## config.mk

```make
export PLATFORM = sky130hd
export DESIGN_NAME = draw_trace_multi_flat
export DESIGN_NICKNAME = d
export VERILOG_FILES = /design/src/rtl/draw_trace_multi_if.sv /design/src/rtl/draw_trace_multi.sv /design/src/flat_wrapper.sv
export SDC_FILE = /design/constraint.sdc
export NUM_CORES = 1
export LEC_CHECK = 0
export BUFFER_PORTS_ARGS = -buffer_cell sky130_fd_sc_hd__buf_2
export CAP_MARGIN = 40
export CORE_ASPECT_RATIO = 1.4
export CORE_UTILIZATION = 50
export CTS_CLUSTER_DIAMETER = 80
export DETAILED_ROUTE_END_ITERATION = 10
export PLACE_DENSITY_LB_ADDON = 0.08
export SYNTH_ARGS = -nofsm -noshare
export SYNTH_HDL_FRONTEND = slang
export SYNTH_SLANG_ARGS = --single-unit
export TNS_END_PERCENT = 10
```

## constraint.sdc

```tcl
create_clock -name clk -period 17.6 [get_ports clk]
set_clock_uncertainty 0.2 [all_clocks]
set_input_delay 4.4 -clock clk [delete_from_list [all_inputs] [get_ports clk]]
set_output_delay 4.4 -clock clk [all_outputs]
set_load 0.1 [all_outputs]
```

## src/rtl/draw_trace_multi_if.sv

```systemverilog
// vga_if: pixel stream (raster timing plus colour) passed between overlay stages
interface vga_if;
    logic [10:0] hcount;
    logic [10:0] vcount;
    logic        hsync;
    logic        vsync;
    logic        hblnk;
    logic        vblnk;
    logic [11:0] rgb;
    modport master (output hcount, vcount, hsync, vsync, hblnk, vblnk, rgb);
    modport slave  (input  hcount, vcount, hsync, vsync, hblnk, vblnk, rgb);
endinterface

```

## src/rtl/draw_trace_multi.sv

```systemverilog
// draw_trace_multi: pipelined multi-channel trace, border and grid overlay with 3-cycle latency
module draw_trace_multi #(
    parameter int NUM_CH       = 2,
    parameter int SAMPLE_W     = 12,
    parameter int ADDR_W       = 8,
    parameter int H_WIN        = 128,
    parameter int V_BASE       = 600,
    parameter int WIN_W        = 512,
    parameter int WIN_H        = 512,
    parameter int H_DECIM_LOG2 = 1,
    parameter int THICK        = 1,
    parameter int GRID_PITCH   = 64,
    parameter logic [NUM_CH*12-1:0] TRACE_RGB = {12'hf0f, 12'haa0}
) (
    input  logic                       clk,
    input  logic                       rst,
    output logic [NUM_CH*ADDR_W-1:0]   sample_addr,
    input  logic [NUM_CH*SAMPLE_W-1:0] sample_data,
    input  logic [NUM_CH-1:0]          ch_enable,
    input  logic signed [ADDR_W-1:0]   x_offset,
    input  logic signed [10:0]         y_offset,
    input  logic [3:0]                 scale_shift,
    input  logic                       grid_en,
    vga_if.slave                       in,
    vga_if.master                      out
);
    localparam logic signed [12:0] Y_TOP = 13'(V_BASE - WIN_H + 1);
    localparam logic signed [12:0] Y_BOT = 13'(V_BASE);
    localparam logic signed [12:0] THK   = 13'(THICK);

    typedef struct packed {
        logic [10:0] hcount;
        logic [10:0] vcount;
        logic        hsync;
        logic        vsync;
        logic        hblnk;
        logic        vblnk;
        logic [11:0] rgb;
        logic [10:0] x_rel;
        logic        win_x;
    } pix_t;

    pix_t                     s0, p1, p2;
    logic [ADDR_W-1:0]        addr0;
    logic                     vs_d;
    logic [NUM_CH-1:0]        sh_en;
    logic signed [ADDR_W-1:0] sh_xoff;
    logic signed [10:0]       sh_yoff;
    logic [3:0]               sh_shift;
    logic                     sh_grid;
    logic signed [12:0]       y_raw  [NUM_CH];
    logic signed [12:0]       y_cur  [NUM_CH];
    logic signed [12:0]       y_prev [NUM_CH];
    logic signed [12:0]       y_lnk  [NUM_CH];
    logic signed [12:0]       lo     [NUM_CH];
    logic signed [12:0]       hi     [NUM_CH];
    logic [NUM_CH-1:0]        hit;
    logic signed [12:0]       vc;
    logic [10:0]              v_rel;
    logic                     frame_x, frame_y, win_y, border, grid, blank;
    logic [11:0]              rgb_n;

    // S0: locate the pixel inside the window and form the shared sample address
    always_comb begin
        s0.hcount = in.hcount;
        s0.vcount = in.vcount;
        s0.hsync  = in.hsync;
        s0.vsync  = in.vsync;
        s0.hblnk  = in.hblnk;
        s0.vblnk  = in.vblnk;
        s0.rgb    = in.rgb;
        s0.x_rel  = in.hcount - 11'(H_WIN);
        s0.win_x  = in.hcount >= 11'(H_WIN) && s0.x_rel < 11'(WIN_W);
        addr0     = ADDR_W'(s0.x_rel >> H_DECIM_LOG2) + sh_xoff;
    end

    // frame settings are sampled once per frame on the vsync rising edge
    always_ff @(posedge clk or posedge rst) begin
        if (rst) begin
            vs_d     <= 1'b0;
            sh_en    <= '0;
            sh_xoff  <= '0;
            sh_yoff  <= '0;
            sh_shift <= '0;
            sh_grid  <= 1'b0;
        end else begin
            vs_d <= in.vsync;
            if (in.vsync && !vs_d) begin
                sh_en    <= ch_enable;
                sh_xoff  <= x_offset;
                sh_yoff  <= y_offset;
                sh_shift <= scale_shift;
                sh_grid  <= grid_en;
            end
        end
    end

    // S0->S1->S2 pixel carry while the RAM read is in flight
    always_ff @(posedge clk or posedge rst) begin
        if (rst) begin
            p1          <= '0;
            p2          <= '0;
            sample_addr <= '0;
        end else begin
            p1          <= s0;
            p2          <= p1;
            sample_addr <= {NUM_CH{addr0}};
        end
    end

    // S2: trace spans linking previous and current column, then colour priority
    always_comb begin
        vc      = 13'(p2.vcount);
        v_rel   = 11'(V_BASE) - p2.vcount;
        frame_x = p2.hcount >= 11'(H_WIN - 1) && p2.hcount <= 11'(H_WIN + WIN_W);
        frame_y = vc >= Y_TOP - 13'sd1 && vc <= Y_BOT + 13'sd1;
        win_y   = vc >= Y_TOP && vc <= Y_BOT;
        border  = frame_x && frame_y && (p2.hcount == 11'(H_WIN - 1) || p2.hcount == 11'(H_WIN + WIN_W) ||
                  vc == Y_TOP - 13'sd1 || vc == Y_BOT + 13'sd1);
        grid    = sh_grid && p2.win_x && win_y &&
                  ((p2.x_rel & 11'(GRID_PITCH - 1)) == '0 || (v_rel & 11'(GRID_PITCH - 1)) == '0);
        blank   = p2.hblnk || p2.vblnk;
        rgb_n   = blank ? p2.rgb : border ? 12'hfff : grid ? 12'h444 : p2.rgb;
        hit     = '0;
        for (int i = 0; i < NUM_CH; i++) begin
            y_raw[i] = Y_BOT - 13'(sh_yoff) - 13'(sample_data[i*SAMPLE_W +: SAMPLE_W] >> sh_shift);
            y_cur[i] = y_raw[i] < Y_TOP ? Y_TOP : y_raw[i] > Y_BOT ? Y_BOT : y_raw[i];
            y_lnk[i] = p2.x_rel == '0 ? y_cur[i] : y_prev[i];
            lo[i]    = (y_lnk[i] < y_cur[i] ? y_lnk[i] : y_cur[i]) - THK;
            hi[i]    = (y_lnk[i] > y_cur[i] ? y_lnk[i] : y_cur[i]) + THK;
            hit[i]   = p2.win_x && sh_en[i] && frame_y && vc >= lo[i] && vc <= hi[i];
        end
        for (int i = NUM_CH - 1; i >= 0; i--)
            if (hit[i] && !blank) rgb_n = TRACE_RGB[i*12 +: 12];
    end

    // S3: output register; each channel remembers the height of its last window column
    always_ff @(posedge clk or posedge rst) begin
        if (rst) begin
            out.hcount <= '0;
            out.vcount <= '0;
            out.hsync  <= 1'b0;
            out.vsync  <= 1'b0;
            out.hblnk  <= 1'b0;
            out.vblnk  <= 1'b0;
            out.rgb    <= '0;
            for (int i = 0; i < NUM_CH; i++) y_prev[i] <= '0;
        end else begin
            out.hcount <= p2.hcount;
            out.vcount <= p2.vcount;
            out.hsync  <= p2.hsync;
            out.vsync  <= p2.vsync;
            out.hblnk  <= p2.hblnk;
            out.vblnk  <= p2.vblnk;
            out.rgb    <= rgb_n;
            if (p2.win_x)
                for (int i = 0; i < NUM_CH; i++) y_prev[i] <= y_cur[i];
        end
    end
endmodule

```

## src/flat_wrapper.sv

```systemverilog
// flat-port wrapper written by rule: the top's interface ports become plain ports
module draw_trace_multi_flat 
#(
    parameter int NUM_CH       = 2,
    parameter int SAMPLE_W     = 12,
    parameter int ADDR_W       = 8,
    parameter int H_WIN        = 128,
    parameter int V_BASE       = 600,
    parameter int WIN_W        = 512,
    parameter int WIN_H        = 512,
    parameter int H_DECIM_LOG2 = 1,
    parameter int THICK        = 1,
    parameter int GRID_PITCH   = 64,
    parameter logic [NUM_CH*12-1:0] TRACE_RGB = {12'hf0f, 12'haa0}
)
  (clk, rst, sample_addr, sample_data, ch_enable, x_offset, y_offset, scale_shift, grid_en, in_hcount, in_vcount, in_hsync, in_vsync, in_hblnk, in_vblnk, in_rgb, out_hcount, out_vcount, out_hsync, out_vsync, out_hblnk, out_vblnk, out_rgb);
  vga_if in_i ();
  vga_if out_i ();
  input  logic clk;
  input  logic rst;
  output logic [NUM_CH*ADDR_W-1:0] sample_addr;
  input  logic [NUM_CH*SAMPLE_W-1:0] sample_data;
  input  logic [NUM_CH-1:0] ch_enable;
  input  logic signed [ADDR_W-1:0] x_offset;
  input  logic signed [10:0] y_offset;
  input  logic [3:0] scale_shift;
  input  logic grid_en;
  input wire logic [$bits(in_i.hcount)-1:0] in_hcount;
  input wire logic [$bits(in_i.vcount)-1:0] in_vcount;
  input wire logic [$bits(in_i.hsync)-1:0] in_hsync;
  input wire logic [$bits(in_i.vsync)-1:0] in_vsync;
  input wire logic [$bits(in_i.hblnk)-1:0] in_hblnk;
  input wire logic [$bits(in_i.vblnk)-1:0] in_vblnk;
  input wire logic [$bits(in_i.rgb)-1:0] in_rgb;
  output wire logic [$bits(out_i.hcount)-1:0] out_hcount;
  output wire logic [$bits(out_i.vcount)-1:0] out_vcount;
  output wire logic [$bits(out_i.hsync)-1:0] out_hsync;
  output wire logic [$bits(out_i.vsync)-1:0] out_vsync;
  output wire logic [$bits(out_i.hblnk)-1:0] out_hblnk;
  output wire logic [$bits(out_i.vblnk)-1:0] out_vblnk;
  output wire logic [$bits(out_i.rgb)-1:0] out_rgb;
  assign in_i.hcount = in_hcount;
  assign in_i.vcount = in_vcount;
  assign in_i.hsync = in_hsync;
  assign in_i.vsync = in_vsync;
  assign in_i.hblnk = in_hblnk;
  assign in_i.vblnk = in_vblnk;
  assign in_i.rgb = in_rgb;
  assign out_hcount = out_i.hcount;
  assign out_vcount = out_i.vcount;
  assign out_hsync = out_i.hsync;
  assign out_vsync = out_i.vsync;
  assign out_hblnk = out_i.hblnk;
  assign out_vblnk = out_i.vblnk;
  assign out_rgb = out_i.rgb;
  draw_trace_multi #(.NUM_CH(NUM_CH), .SAMPLE_W(SAMPLE_W), .ADDR_W(ADDR_W), .H_WIN(H_WIN), .V_BASE(V_BASE), .WIN_W(WIN_W), .WIN_H(WIN_H), .H_DECIM_LOG2(H_DECIM_LOG2), .THICK(THICK), .GRID_PITCH(GRID_PITCH), .TRACE_RGB(TRACE_RGB)) u_core (.clk(clk), .rst(rst), .sample_addr(sample_addr), .sample_data(sample_data), .ch_enable(ch_enable), .x_offset(x_offset), .y_offset(y_offset), .scale_shift(scale_shift), .grid_en(grid_en), .in(in_i), .out(out_i));
endmodule
```

# Yosys cells after proc, flatten, opt, wreduce, memory -nomap -nowiden
# Index checks and enable logic that the tools add are counted.
dict set report totals {
  register_bits 206
  out_inout_bits 54
  elab_cells 114
}
dict set report op_classes {
  addsub 10
  n_lt_le_gt_ge 20
  eq_ne 4
  shift 2
  mux 15
  reduce_logical 30
}
# cell count
set op_table {}
lappend op_table {{13-bit two-way mux} 10}
lappend op_table {{12-bit two-way mux} 5}
lappend op_table {{11-bit by 7-bit greater-or-equal comparator with 1-bit output (second input constant)} 3}
lappend op_table {{11-bit by 10-bit <= comparator with 1-bit output (second input constant)} 3}
lappend op_table {{11-bit zero test} 3}
lappend op_table {{13-bit by 2-bit adder with 13-bit output (second input constant)} 2}
lappend op_table {{12-bit by 13-bit greater-or-equal comparator with 1-bit output} 2}
lappend op_table {{13-bit by 11-bit > comparator with 1-bit output (second input constant)} 2}
lappend op_table {{13-bit > comparator} 2}
lappend op_table {{12-bit by 13-bit <= comparator with 1-bit output} 2}
lappend op_table {{13-bit less-than comparator} 2}
lappend op_table {{13-bit by 8-bit less-than comparator with 1-bit output (second input constant)} 2}
lappend op_table {{12-bit by 4-bit right shift with 13-bit output} 2}
lappend op_table {{13-bit subtractor} 2}
lappend op_table {{13-bit by 2-bit subtractor with 13-bit output (second input constant)} 2}
lappend op_table {{1-bit logical AND} 20}
lappend op_table {{11-bit by 11-bit subtractor with 12-bit output (first input constant)} 1}
lappend op_table {{11-bit by 10-bit == test with 1-bit output (second input constant)} 1}
lappend op_table {{11-bit == test (second input constant)} 1}
lappend op_table {{11-bit by 7-bit == test with 1-bit output (second input constant)} 1}
lappend op_table {{11-bit by 8-bit == test with 1-bit output (second input constant)} 1}
lappend op_table {{11-bit by 8-bit greater-or-equal comparator with 1-bit output (second input constant)} 1}
lappend op_table {{11-bit by 10-bit less-than comparator with 1-bit output (second input constant)} 1}
lappend op_table {{11-bit by 8-bit subtractor with 11-bit output (second input constant)} 1}
lappend op_table {{4 further kinds} 9}

# Logic depth before layout (Yosys ltp)
dict set report logic_depth {
  word_depth 15
  ltp_mapped 50
}

# Worst setup path before layout
# Ideal clock, no wire load.
dict set report synth_timing {
  path_type {in2reg}
  startpoint {input port sample_data[3]}
  endpoint {register u_core.out.rgb[11]}
  setup_ns 0.131
  t_arrival_ns 12.361
  required_time_ns 17.269
  setup_slack_ns 4.908
  cell_stages 41
  path_buffers 5
  path_cell_list {mux4_2 mux2i_1 o22ai_1 ha_1 fa_1 nor2b_1 o31ai_1 a21o_1 maj3_2 a31o_1 or3_1 buf_2 nor3_1 buf_2 nand2b_1 o21ai_0 ha_1 nor2b_1 [... 5 more ...] nand2_1 clkbuf_1 o21ai_0 ha_1 ha_1 a21o_1 a21o_1 a21o_1 a21o_1 a21o_1 a2111oi_0 o21ai_0 a21boi_0 o22ai_1 nand4_1 o211a_1 buf_6 nand3b_1}
}
dict set report synth_between {
  elab_chain_len 14
  word_cells_on_any_way 19
  cone_classes {add/sub (3); order compare (6); shift (1); mux (6); reduce/logical (3)}
}
# item line_no
set synth_lines {}
lappend synth_lines {{start, declared} flat_wrapper.sv:22} ;# input logic [NUM_CH*SAMPLE_W-1:0] sample_data;
lappend synth_lines {{12-bit by 4-bit right shift with 13-bit output (*)} draw_trace_multi.sv:126} ;# y_raw[i] = Y_BOT - 13'(sh_yoff) - 13'(sample_data[i*SAMPLE_W +: SAMPLE_W] >> sh_shift);
lappend synth_lines {{13-bit subtractor (*)} draw_trace_multi.sv:126}
lappend synth_lines {{13-bit by 11-bit > comparator with 1-bit output} draw_trace_multi.sv:127} ;# y_cur[i] = y_raw[i] < Y_TOP ? Y_TOP : y_raw[i] > Y_BOT ? Y_BOT : y_raw[i];
lappend synth_lines {{13-bit two-way mux} draw_trace_multi.sv:127}
lappend synth_lines {{13-bit two-way mux (*)} draw_trace_multi.sv:127}
lappend synth_lines {{13-bit two-way mux} draw_trace_multi.sv:128} ;# y_lnk[i] = p2.x_rel == '0 ? y_cur[i] : y_prev[i];
lappend synth_lines {{13-bit less-than comparator} draw_trace_multi.sv:129} ;# lo[i] = (y_lnk[i] < y_cur[i] ? y_lnk[i] : y_cur[i]) - THK;
lappend synth_lines {{13-bit two-way mux} draw_trace_multi.sv:129}
lappend synth_lines {{13-bit by 2-bit subtractor with 13-bit output} draw_trace_multi.sv:129}
lappend synth_lines {{12-bit by 13-bit greater-or-equal comparator with 1-bit output} draw_trace_multi.sv:131} ;# hit[i] = p2.win_x && sh_en[i] && frame_y && vc >= lo[i] && vc <= hi[i];
lappend synth_lines {{1-bit logical AND} draw_trace_multi.sv:131}
lappend synth_lines {{1-bit logical AND (*)} draw_trace_multi.sv:131}
lappend synth_lines {{1-bit logical AND (*)} draw_trace_multi.sv:134} ;# if (hit[i] && !blank) rgb_n = TRACE_RGB[i*12 +: 12];
lappend synth_lines {{12-bit two-way mux (*)} draw_trace_multi.sv:134}
lappend synth_lines {{via u_core.rgb_n[11]} draw_trace_multi.sv:61} ;# logic [11:0] rgb_n;
lappend synth_lines {{end signal, assigned} draw_trace_multi.sv:155} ;# out.rgb <= rgb_n;
lappend synth_lines {{end, declared} draw_trace_multi_if.sv:10} ;# modport master (output hcount, vcount, hsync, vsync, hblnk, vblnk, rgb);
# The timed path passes the listed nets; every way through them passes the cells marked *.
# A chain may end at the register's enable or synchronous reset.

# Worst setup path after layout
dict set report layout_timing {
  startpoint {input port sample_data[4]}
  endpoint {register u_core.out.rgb[9]}
}
# The elaborated chain is that of the path after synthesis.

==> out/metrics.cfg <==
[timing]
final_max_slew_viol_count = 0
fmax_mhz = 72.5
setup_viol = 0
fin_crit_sh = 0.784
final-hold-violation-count = 0
period_minus_slack_ns = 13.80
tightest_slew_ns = 0.896
final.setup.tns_ns = 0
whs_ns = 0.150
grt_setup_unrepaired = no
maxSlewHeadroom = 0.397

[synth]
yosys_warnings = 0
syn_avg_cell_area_sq_um = 9.40
synth_enable_flop_cells = 0
ys_seq_elements = 184
netlist.area_leader.share = 0.371
yosys.area.top_type = dfrtp_1
synth.area.top_cells = dfrtp_1, ha_1, nand2_1
async_flop_share = 1.00
seq_area_frac_synth = 0.371
syn_inst = 1320
netlist_area_sq_um = 12400
synth_ff_type = dfrtp_1
synth.distinct_cells = 89

[global_route]
grtUsageTotal = 0.267
grt_pass1_vias = 10100
grt_pass1_wl_um = 52900
grt_max_degree = 102
overflow = 0
antenna_found_initial = 0

[worst_setup_path]
cp-end-kind = flip-flop
crit_top_cell = a21o_1
max_stage_delay_ns = 0.74
critPathRequiredTime_ns = 17.71
r2r_cells = 37
r2r-start = u_core.sh_shift[0]
cp_slowest_cell = o21ai_0
critical_path_class = in2reg
startpoint_type = input pin
cp_data_arrival_time_ns = 13.91
reg2reg_to = u_core.out.rgb[9]
r2r_slack_ns = 6.64
crit_fanout = 18

[clock_tree]
cts_resized = 0
clock-root-buffer = clkbuf_16
cts_made_buffers = 17
clockBufferDepth = 2
cts_tree = built
htreeDepth = 4
path_clk_slew_ns = 0.07
hold_buffers = 0
clock_latency_ns = 0.45
cts_sinks = 184
cts_setup_buffers = 0

[route]
num_vias = 10200
drt-pass1-iter-count = 7
ant_nets = 0
drtIter0Drc = 591
avgRoutedWirePerCell_um = 18.4
drc = 0
viasPerCell = 5.80
routed_wl_um = 32400

[die]
io_pins = 144
start_util = 0.514
fp-row-count = 67
die_w_um = 135
dieArea_sq_um = 25500
die_y_um = 188
core_area_sq_um = 24100

[min_path]
worstHoldEndpoint = u_core.p2[15]
whs_path_depth = 0
hold_class = reg2reg
hp-start = u_core.p1[15]

[layout]
multi_input_area_sq_um = 7380
fillCellCount = 2164
syn_to_final_growth_pct = 13.1
drive_above_1_share = 0.180
seq_area_sq_um = 4600
diodes = 0
fin_nets = 1641

[placement]
hpwl_um = 25100
io_buffer_count = 143
gp_congestion = 0.947

[power]
power_leakage_nw = 6.28
power_density_nw_per_um2 = 168
ir_drop_v = 0.000131

[status]
status = finished clean

[run]
cap_violations = 0

## synthesized netlist by cell type (7+ instances only)
master / count
dfrtp_1: 184
clkbuf_1: 31
or3_1: 14
nor2b_1: 33
buf_4: 8
a31oi_1: 12
nand4_1: 19
o21ai_0: 84
buf_1: 12
nand2b_1: 20
xnor2_1: 44
a21oi_1: 81
a21o_1: 17
nand3_1: 32
inv_1: 47
and3_1: 7
ha_1: 107
mux2_2: 34
and2_1: 15
o31ai_1: 9
a211oi_1: 10
mux2i_1: 40
nand2_1: 114
nor3_1: 31
o21a_1: 20
o211ai_1: 14
nor4_1: 16
nor2_1: 100
xor2_1: 34
a21boi_0: 7
## layout by cell type (no fill, tap or decap), drive strengths merged, types with 6 or more instances in the layout
cell    Yosys  routed
conb        1       6
ha        107     107
and2       16      16
and3        7       7
o21bai      7       7
nand2     114     114
dfrtp     184     184
nand2b     20      20
a211oi     10      10
nor2      100     100
o21ai      84      84
or2         6       6
nor3       31      31
nand4      19      19
mux2i      40      40
mux2       34      34
a21boi      8       8
a21oi      81      81
o21a       20      20
nor4       17      17
or3        14      14
clkbuf     31      17
a31oi      13      13
nor2b      34      34
o31ai      11      11
inv        49      57
o211ai     14      14
xnor2      45      45
xor2       35      35
clkinv      1       6
a21o       17      17
buf        27     155
nand3      32      32
## critical path: cells and delay by family
| kind | cells | cell delay (ns) |
|---|---|---|
| AO/OA/AOI/OAI | 20 | 5.63 |
| AND/OR/NAND/NOR | 8 | 1.83 |
| adder cells (fa/ha/maj) | 4 | 1.16 |
| multiplexers | 3 | 0.77 |
| buffers and inverters | 1 | 0.11 |
## worst max path at each step
stage | endpoint | slack [ns] | cells past startpoint | from
final | u_core.out.rgb[9] | 3.80 | 36 | sample_data[4]
after global routing | u_core.out.rgb[9] | 2.97 | 41 | sample_data[2]
after CTS | u_core.out.rgb[1] | 3.97 | 42 | sample_data[23]
after detailed placement | u_core.out.rgb[10] | 3.52 | 36 | sample_data[4]
after global placement | u_core.out.rgb[2] | 3.57 | 35 | sample_data[4]
after floorplan | u_core.out.rgb[11] | 4.91 | 41 | sample_data[3]
## area by class of cell
| type | count | share of cell area |
|---|---|---|
| clock buffers | 17 | 0.0303 |
| clock inverters | 15 | 0.0143 |
| inverters | 50 | 0.0139 |
| multi-input cells | 1033 | 0.526 |
| flip-flops and latches | 184 | 0.328 |
| well taps | 310 | 0.0276 |
| repair buffers | 155 | 0.0602 |
## sequential cells by signal, indices dropped and copies added (netlist names)
name,flops
u_core.sample_addr,8
u_core.out.hsync,1
u_core.sh_en,2
u_core.y_prev,26
u_core.sh_xoff,8
u_core.out.hcount,11
u_core.sh_grid,1
u_core.out.vblnk,1
u_core.out.vsync,1
u_core.sh_shift,4
u_core.out.vcount,11
u_core.out.rgb,12
u_core.vs_d,1
u_core.p2,43
u_core.p1,42
u_core.sh_yoff,11
u_core.out.hblnk,1
## layer usage
metal / share of wire / global-route usage / vias up
met2: 0.51 / 0.462 / 326
met4: 0.033 / 0.105 / 0
li1: - / - / 4998
met5: 0 / 0 / -
met1: 0.42 / 0.335 / 4839
met3: 0.044 / 0.0317 / 60
## cells by family after synthesis
family,count (synthesis),synth area share
compound gates,324,0.173
xor+xnor,80,0.0586
fa+ha+maj,111,0.114
buf+inv,108,0.0363
flops,184,0.371
mux,79,0.0722
other cells,1,0.000302
simple gates,433,0.175
## per-stage QoR
| step | power [mW] | setup WS, ns | cells | util | area [sq um] |
|---|---|---|---|---|---|
| 3_5_place_dp | 1.94 | 3.52 | 1732 | 0.556 | 13400 |
| 3_3_place_gp | 1.93 | 3.57 | 1730 | 0.553 | 13400 |
| 6_report | 2.36 | 3.80 | 1764 | 0.582 | 14000 |
| 2_1_floorplan | 1.62 | 4.91 | 1325 | - | 12400 |
| 4_1_cts | 2.35 | 3.97 | 1764 | 0.582 | 14000 |
| 5_1_grt | 2.54 | 2.97 | 1764 | 0.582 | 14000 |
## report_power, final
group          internal, mW  switching (mW)  total, mW  leakage, nW
Combinational         0.512           0.896       1.41         3.80
Clock                 0.219           0.186      0.405        0.309
Sequential            0.471          0.0727      0.544         2.17
(Power assumes the default switching activity.)
